File: src/rtl/adder_nibble_sched.sv
// Round-robin scheduler that serialises NREQ multi-nibble adds through one shared 4-bit adder slice.
// Optional signed-overflow output resp_ovf_o is enabled by defining ADDER_NIBBLE_SCHED_OVF_EN.
module adder_nibble_sched #(
    parameter int unsigned NREQ    = 2,
    parameter int unsigned NIBBLES = 4,
    localparam int unsigned W      = 4 * NIBBLES,
    localparam int unsigned IDW    = (NREQ > 1) ? $clog2(NREQ) : 1
) (
    input  logic              clk,
    input  logic              rst_n,
    input  logic [NREQ-1:0]   req_valid_i,
    output logic [NREQ-1:0]   req_ready_o,
    input  logic [NREQ*W-1:0] req_a_i,
    input  logic [NREQ*W-1:0] req_b_i,
    input  logic [NREQ-1:0]   req_cin_i,
    output logic              resp_valid_o,
    input  logic              resp_ready_i,
    output logic [IDW-1:0]    resp_id_o,
    output logic [W-1:0]      resp_sum_o,
    output logic              resp_cout_o,
    output logic [3:0]        add_a_o,
    output logic [3:0]        add_b_o,
    output logic              add_cin_o,
    input  logic [3:0]        add_sum_i,
    input  logic              add_cout_i
`ifdef ADDER_NIBBLE_SCHED_OVF_EN
    ,
    output logic              resp_ovf_o
`endif
);

    localparam int unsigned NW = (NIBBLES > 1) ? $clog2(NIBBLES) : 1;

    typedef enum logic [1:0] {
        IDLE = 2'd0,
        RUN  = 2'd1,
        DONE = 2'd2
    } state_e;

    state_e         state_q, state_d;
    logic [IDW-1:0] rr_ptr_q, rr_ptr_d;
    logic [IDW-1:0] id_q, id_d;
    logic [NW-1:0]  nib_q, nib_d;
    logic           carry_q, carry_d;
    logic [W-1:0]   a_q, a_d;
    logic [W-1:0]   b_q, b_d;
    logic [W-1:0]   sum_q, sum_d;
    logic           resp_valid_q, resp_valid_d;

    logic           any_c;
    logic [IDW-1:0] grant_c;
    int unsigned    best_c;
    int unsigned    dist_c;

    // Grant goes to the valid requester closest to rr_ptr going upward (mod NREQ).
    always_comb begin
        any_c   = 1'b0;
        grant_c = '0;
        best_c  = NREQ;
        dist_c  = 0;
        for (int unsigned i = 0; i < NREQ; i++) begin
            dist_c = (i + NREQ - 32'(rr_ptr_q)) % NREQ;
            if (req_valid_i[i] && (dist_c < best_c)) begin
                best_c  = dist_c;
                grant_c = IDW'(i);
                any_c   = 1'b1;
            end
        end
    end

    always_comb begin
        req_ready_o = '0;
        if (rst_n && (state_q == IDLE) && any_c) begin
            req_ready_o[grant_c] = 1'b1;
        end
    end

    always_comb begin
        add_a_o   = 4'h0;
        add_b_o   = 4'h0;
        add_cin_o = 1'b0;
        if (state_q == RUN) begin
            add_a_o   = a_q[nib_q*4 +: 4];
            add_b_o   = b_q[nib_q*4 +: 4];
            add_cin_o = carry_q;
        end
    end

    always_comb begin
        state_d      = state_q;
        rr_ptr_d     = rr_ptr_q;
        id_d         = id_q;
        nib_d        = nib_q;
        carry_d      = carry_q;
        a_d          = a_q;
        b_d          = b_q;
        sum_d        = sum_q;
        resp_valid_d = resp_valid_q;
        case (state_q)
            IDLE: begin
                if (any_c) begin
                    a_d      = req_a_i[grant_c*W +: W];
                    b_d      = req_b_i[grant_c*W +: W];
                    carry_d  = req_cin_i[grant_c];
                    id_d     = grant_c;
                    nib_d    = '0;
                    rr_ptr_d = IDW'((32'(grant_c) + 1) % NREQ);
                    state_d  = RUN;
                end
            end
            RUN: begin
                sum_d[nib_q*4 +: 4] = add_sum_i;
                carry_d             = add_cout_i;
                nib_d               = nib_q + NW'(1);
                if (nib_q == NW'(NIBBLES - 1)) begin
                    nib_d        = '0;
                    resp_valid_d = 1'b1;
                    state_d      = DONE;
                end
            end
            DONE: begin
                // Return to IDLE only; the next accept happens a cycle later.
                if (resp_ready_i) begin
                    resp_valid_d = 1'b0;
                    state_d      = IDLE;
                end
            end
            default: begin
                state_d = IDLE;
            end
        endcase
    end

    always_ff @(posedge clk or negedge rst_n) begin
        if (!rst_n) begin
            state_q      <= IDLE;
            rr_ptr_q     <= '0;
            id_q         <= '0;
            nib_q        <= '0;
            carry_q      <= 1'b0;
            a_q          <= '0;
            b_q          <= '0;
            sum_q        <= '0;
            resp_valid_q <= 1'b0;
        end else begin
            state_q      <= state_d;
            rr_ptr_q     <= rr_ptr_d;
            id_q         <= id_d;
            nib_q        <= nib_d;
            carry_q      <= carry_d;
            a_q          <= a_d;
            b_q          <= b_d;
            sum_q        <= sum_d;
            resp_valid_q <= resp_valid_d;
        end
    end

    assign resp_valid_o = resp_valid_q;
    assign resp_id_o    = id_q;
    assign resp_sum_o   = sum_q;
    assign resp_cout_o  = carry_q;

`ifdef ADDER_NIBBLE_SCHED_OVF_EN
    // Carry into the MSB is recovered as sum^a^b at bit W-1.
    assign resp_ovf_o = resp_valid_q & (carry_q ^ sum_q[W-1] ^ a_q[W-1] ^ b_q[W-1]);
`endif

endmodule

File: config.mk
export PLATFORM = sky130hd
export DESIGN_NAME = adder_nibble_sched
export DESIGN_NICKNAME = d
export VERILOG_FILES = /design/src/rtl/adder_nibble_sched.sv
export SDC_FILE = /design/constraint.sdc
export NUM_CORES = 1
export LEC_CHECK = 0
export BUFFER_PORTS_ARGS = -buffer_cell sky130_fd_sc_hd__buf_2
export CORE_MARGIN = 5
export CORE_UTILIZATION = 35
export CTS_CLUSTER_SIZE = 25
export DETAILED_ROUTE_END_ITERATION = 7
export PLACE_DENSITY = 0.69
export SETUP_SLACK_MARGIN = 0.5
export SLEW_MARGIN = 40
export SYNTH_ARGS = -nofsm -noshare
export SYNTH_HDL_FRONTEND = slang
export SYNTH_SLANG_ARGS = --single-unit
File: constraint.sdc
create_clock -name clk -period 5.9 [get_ports clk]
set_clock_uncertainty 0.15 [all_clocks]
set_input_delay 0.295 -clock clk [delete_from_list [all_inputs] [get_ports clk]]
set_output_delay 0.295 -clock clk [all_outputs]
set_load 0.005 [all_outputs]
# ---- Word level (Yosys, flattened, before mapping)
# Cells that the tools add are included.
dict set report word_totals {
  ff_bits 56
  latchBits 0
  ram_bits 0
  romBits 0
  inputBits 76
  output_inout_bits 30
  elab_cells 67
  memories 0
}
dict set report classes {
  addsub 5
  multipliers 0
  div 0
  n_lt_le_gt_ge 4
  n_eq_ne 6
  shift 6
  n_mux 25
  bitwise 0
  reduce_logical 12
}
# op count
set ops {}
lappend ops {{indexed part select 32 x 6 -> 16 bit} 2}
lappend ops {{negator 4 -> 34 bit} 1}
lappend ops {{variable shift 4 x 34 -> 16 bit (first input constant)} 1}
lappend ops {{indexed part select 4 x 34 -> 16 bit} 1}
lappend ops {{< comparator 1 x 32 -> 1 bit} 1}
lappend ops {{indexed part select 16 x 5 -> 4 bit} 2}
lappend ops {{bitwise mux 16 bit} 1}
lappend ops {{2-to-1 mux 2 bit} 7}
lappend ops {{2-to-1 mux 1 bit} 10}
lappend ops {{2-to-1 mux 4 bit} 2}
lappend ops {{case mux 2 bit (3 select lines)} 1}
lappend ops {{AND reduction 3 bit} 2}
lappend ops {{logical AND 1 bit} 5}
lappend ops {{== test 2 bit (second input constant)} 2}
lappend ops {{< comparator 1 x 2 -> 1 bit (second input constant)} 2}
lappend ops {{inequality test 2 bit (second input constant)} 2}
lappend ops {{case mux 1 bit (2 select lines)} 2}
lappend ops {{case mux 2 bit (2 select lines)} 1}
lappend ops {{AND reduction 2 bit} 2}
lappend ops {{nonzero test 2 bit} 2}
lappend ops {{adder 2 x 1 -> 2 bit (second input constant)} 1}
lappend ops {{== test 2 x 1 -> 1 bit (second input constant)} 1}
lappend ops {{logical NOT 2 bit} 1}
lappend ops {{inequality test 2 x 1 -> 1 bit (second input constant)} 1}
lappend ops {{4 further kinds} 5}

# ---- Logic depth before layout (Yosys ltp)
dict set report depth {
  word_depth 12
  ltp_mapped 7
  mapped_depth_nobuf 5
}

# ---- Least setup slack after synthesis
# No wires, ideal clock.
dict set report synth_timing {
  kind {flip-flop to flip-flop}
  startpoint {reg nib_q[1]}
  endpoint {reg sum_q[10] (netlist: resp_sum_o[10])}
  setup_time_ps 84
  arrival_time_ps 1683
  required_time_ps 5666
  path_slack_ps 3983
  path_stages_with_launch 7
  path_buffers 1
  synth_period_minus_slack_ps 1917
  path_cell_list {dfrtp_1 clkbuf_1 inv_1 ha_1 nor4b_2 nand2_1 o21ai_0}
}
dict set report synth_between {
  elab_chain_cells 3
  word_cells_on_any_way 4
  cone_classes {add/sub (1); shift (2); mux (1)}
}
# element line_no
set synth_rtl {}
lappend synth_rtl {{from (decl)} 43} ;# logic [NW-1:0] nib_q, nib_d;
lappend synth_rtl {{from (signal assigned)} 149} ;# nib_q <= nib_d;
lappend synth_rtl {{negator 4 -> 34 bit (*)} 112} ;# sum_d[nib_q*4 +: 4] = add_sum_i;
lappend synth_rtl {{indexed part select 4 x 34 -> 16 bit / variable shift 4 x 34 -> 16 bit (equally long branches)} 112}
lappend synth_rtl {{bitwise mux 16 bit (*)} 112}
lappend synth_rtl {{to (signal assigned)} 153} ;# sum_q <= sum_d;
lappend synth_rtl {{to (decl)} 47} ;# logic [W-1:0] sum_q, sum_d;
# Mark *: on every way between the ends. The rest lies on a longest branch, timed or not.
# A chain may end at the register's enable or synchronous reset.

# ---- Worst setup path in the final report
dict set report layout_timing {
  startpoint {reg state_q[0]}
  endpoint {out req_ready_o[0]}
}
dict set report layout_between {
  elab_chain_cells 4
}
# element line_no
set layout_rtl {}
lappend layout_rtl {{from (decl)} 40} ;# state_e state_q, state_d;
lappend layout_rtl {{from (signal assigned)} 146} ;# state_q <= state_d;
lappend layout_rtl {{logical NOT 2 bit} 73} ;# if (rst_n && (state_q == IDLE) && any_c) begin
lappend layout_rtl {{logical AND 1 bit (2 in a row)} 73}
lappend layout_rtl {{2-to-1 mux 2 bit} 73}
lappend layout_rtl {{to (decl)} 12} ;# output logic [NREQ-1:0] req_ready_o,
# No other way between the ends.

==> results.md <==
* Setup repair after global routing missed its margin: no
* First-pass iteration count of the detailed router at 4
* Remaining Overflow, GRT at 0
* Initial drt markers at 122
* Mapped cell area at a little under 3000 um2
* Ant diodes at 0
* Vias at 2,300
* Wire length of the first global-routing pass at 11,800 um
* Synthesized instance count at 240
* Buffers inserted by post-CTS timing repair at 0
* Combinational family with the most area after synthesis: compound AO/OA/AOI/OAI gates
* Cell breakdown of the critical path: nor2_4 -> and3_4 -> and2_1 -> buf_2
* Max-slew headroom at the worst pin at 0.519
* Hold slack final at roughly 53 ps
* Worst Setup End Kind: output port
* Startpoint of the most critical hold path: resp_ready_i
* Fraction of the mapped netlist area in compound gates at 0.256
* Clock sink total at 56
* Global Route Usage Sum at 0.143
* Proportion of synthesized area in mux cells at 0.0618
* Sequential cell area fraction in the yosys report at 0.481
* DRC violation count after routing at 0
* Transition time of the tightest slew-check pin at 721 ps
* Resized Gates After CTS at 0
* Max-slew violation count at 0
* Signed area change from the synthesized netlist to the final layout at 21.9%
* Final core area utilization at 0.435
* Unique cell type count in the Yosys netlist at 33
* Total CTS buffers at 5
* Quantity of I/O buffers inserted on ports at 105
* Synthesized-area fraction occupied by xor and xnor cells at 0
* Later-pin clock latency in the skew report at 310 ps
* CP startpoint: state_q[0]
* Floorplan die area at 10,300 um2
* Clock slew seen by the registers of the worst setup and hold paths at 110 ps
* Simple-gate share of the synthesized area at 0.119
* Post-detailed-route via-to-cell ratio at 5.22
* Cell taking the most area after synthesis: sky130_fd_sc_hd__dfrtp_1
* Row count at 33
* Post-route design area at ~3600 um2
* Final Wtd Congestion at 0.762
* IO Count at 106
* Worst Setup Start Kind: flip-flop
* Clock tree from TritonCTS: yes
* Net count after synthesis at 321
* Mean instance size in the synthesized netlist at between 10 and 15 um2
* Max-cap check violation count at 0
* Peak per-stage delay on the critical path at 570 ps
* Crit path max-delay family: simple AND/OR/NAND/NOR gates
* Worst Slack Setup Final at 3170 ps
* CP max FO at 35
* Hold Fails Final Rpt at 0
* Reg-to-reg slack, setup at between 3000 and 4000 ps
* Effective utilization at floorplan at 0.357
* Total wire length after detailed routing at 7390 um
* Count of yosys warnings during synthesis at 0
* Total negative slack at 0 ps
* Arrival time at the worst endpoint at 2280 ps
* Pin count of the biggest net entering global routing at 59
* Number of nets still failing antenna checks after routing at 0
* Number of buffers added to fix hold violations after cts at 1
* Critical Path Slowest Stage Cell: sky130_fd_sc_hd__nor2_4
* Area of placed instances at 3430 um2
* Synth Register Bits at 56
* Kind of critical path: reg2out
* Main area contributors after synthesis: sky130_fd_sc_hd__dfrtp_1, sky130_fd_sc_hd__a221o_1, sky130_fd_sc_hd__a21boi_0, sky130_fd_sc_hd__mux4_2, sky130_fd_sc_hd__buf_6
* Critical path buffers and inverters at 1
* CTS Root Buffer Type: sky130_fd_sc_hd__clkbuf_8
* Final count of negative-setup-slack endpoints at 0
* Vias in the first global route at 2,381
* Chip Height at 101 um
* Adder and majority cell fraction of the synthesized area at 0.0215
* Worst path required time at 5450 ps
* Max Freq at 366 MHz
* Initial antenna violation count at 0
* Worst ir drop on vdd at about 0.20 mV
* Worst min-delay path class: in2reg
* Final worst path period need at 2730 ps
* Area share of the largest cell type after synthesis at 0.481
* Lkg Pwr at 1.69 nW
* Pwr/cell area at 496 nW/um2
* Launch point of the worst reg-to-reg path: nib_q[0]
* Detailed-route wire length per cell at 16.8 um
* Clk buf depth at 2
* FILL cells at 803
* Crit share post-route at 0.463
* Layout cells sized above 1 at 0.399
* Core area at 8180 um2
* Nets@finish at around 420
* Post-place setup slack at 3360 ps
* Hpwl dp at between 5000 and 6000 um
* Outcome: finished clean
* Width of the die at 101 um
* H-tree depth reported by CTS at 2
[through the flow]
stage	instances	power, mW
floorplan	240	1.29
global placement	432	1.51
detailed placement	432	1.53
CTS	441	1.79
global route	441	1.90
finish	441	1.76
[report_power, final]
part | leakage (nW) | internal, mW | switching, mW | total [mW]
registers | 0.709 | 0.558 | 0.149 | 0.707
clock network | 0.0541 | 0.126 | 0.126 | 0.252
logic | 0.922 | 0.429 | 0.375 | 0.804
total | 1.69 | 1.11 | 0.650 | 1.76
[kinds of logic (layout without fill, tap and decap cells)]
group | Yosys count | count (layout)
multiplexers | 8 | 8
AO/OA/AOI/OAI | 92 | 92
adder cells (fa/ha/maj) | 5 | 5
AND/OR/NAND/NOR | 53 | 53
buffers and inverters | 26 | 122
flip-flops | 56 | 56
[cells in the mapped netlist, drive strengths merged]
cell type  number
nor4            1
nor4b           3
a21o            2
dfrtp          56
or2             1
inv             6
o21ai          12
nand3b          6
nor2            4
o211ai          1
a221o          32
a21oi           1
nand2          20
ha              5
o31ai           2
o2bb2ai         1
a31oi           1
mux4            8
o22ai           1
buf            12
and3            1
or4             1
clkbuf          8
and2            3
nand2b          3
a21boi         32
and4bb          1
nor2b           9
a22o            7
[placed cells by master (no fill, tap or decap), types with 4 or more instances in the layout]
cell type / synthesis / routed
sky130_fd_sc_hd__a22o_1: 7 / 7
sky130_fd_sc_hd__ha_1: 5 / 5
sky130_fd_sc_hd__o21ai_0: 12 / 12
sky130_fd_sc_hd__nand2_1: 20 / 20
sky130_fd_sc_hd__a21boi_0: 32 / 32
sky130_fd_sc_hd__a221o_1: 32 / 32
sky130_fd_sc_hd__dfrtp_1: 56 / 55
sky130_fd_sc_hd__inv_1: 6 / 6
sky130_fd_sc_hd__mux4_2: 8 / 8
sky130_fd_sc_hd__buf_2: 1 / 105
sky130_fd_sc_hd__nand3b_1: 4 / 4
sky130_fd_sc_hd__nor2b_1: 9 / 9
sky130_fd_sc_hd__clkbuf_8: 0 / 5
[worst reg2reg max path, cell delays in order (launching register included)]
cell                      delay, ps
sky130_fd_sc_hd__dfrtp_2        660
sky130_fd_sc_hd__inv_1          210
sky130_fd_sc_hd__ha_1           440
sky130_fd_sc_hd__nor4b_2        390
sky130_fd_sc_hd__nand2_1         90
sky130_fd_sc_hd__o21ai_0        150
[path summary, 6_finish.rpt]
path | endpoint | cells past startpoint
min in group asynchronous | resp_sum_o[5] | 3
worst max register to register | resp_sum_o[8] | 5
worst min-delay path | state_q[1] | 2
max in group asynchronous | nib_q[0] | 3
worst max-delay path | req_ready_o[0] | 4
worst min register to register | resp_sum_o[11] | 2
[sequential cells by signal, indices dropped and copies added (netlist names)]
register / cells
rr_ptr_q: 1
nib_q: 2
resp_valid_o: 1
state_q: 2
b_q: 16
resp_sum_o: 16
resp_cout_o: 1
a_q: 16
resp_id_o: 1
[routing by layer]
metal,up-vias,share of wire,track usage
met5,-,0,0
met4,0,0.013,0.0337
met1,1116,0.44,0.199
met3,9,0.065,0.0310
met2,71,0.48,0.231
li1,1104,-,-
[final cells by class]
type,instances,area (um2),share of cell area
Multi-Input combinational cell,158,1340,0.376
Clock buffer,5,68.8,0.0194
Timing Repair Buffer,108,551,0.155
Sequential cell,56,1400,0.395
Inverter,6,22.5,0.00634
Clock inverter,3,42.5,0.0120
Tap cell,105,131,0.0370
No activity file was read; power rests on OpenSTA's default activity.
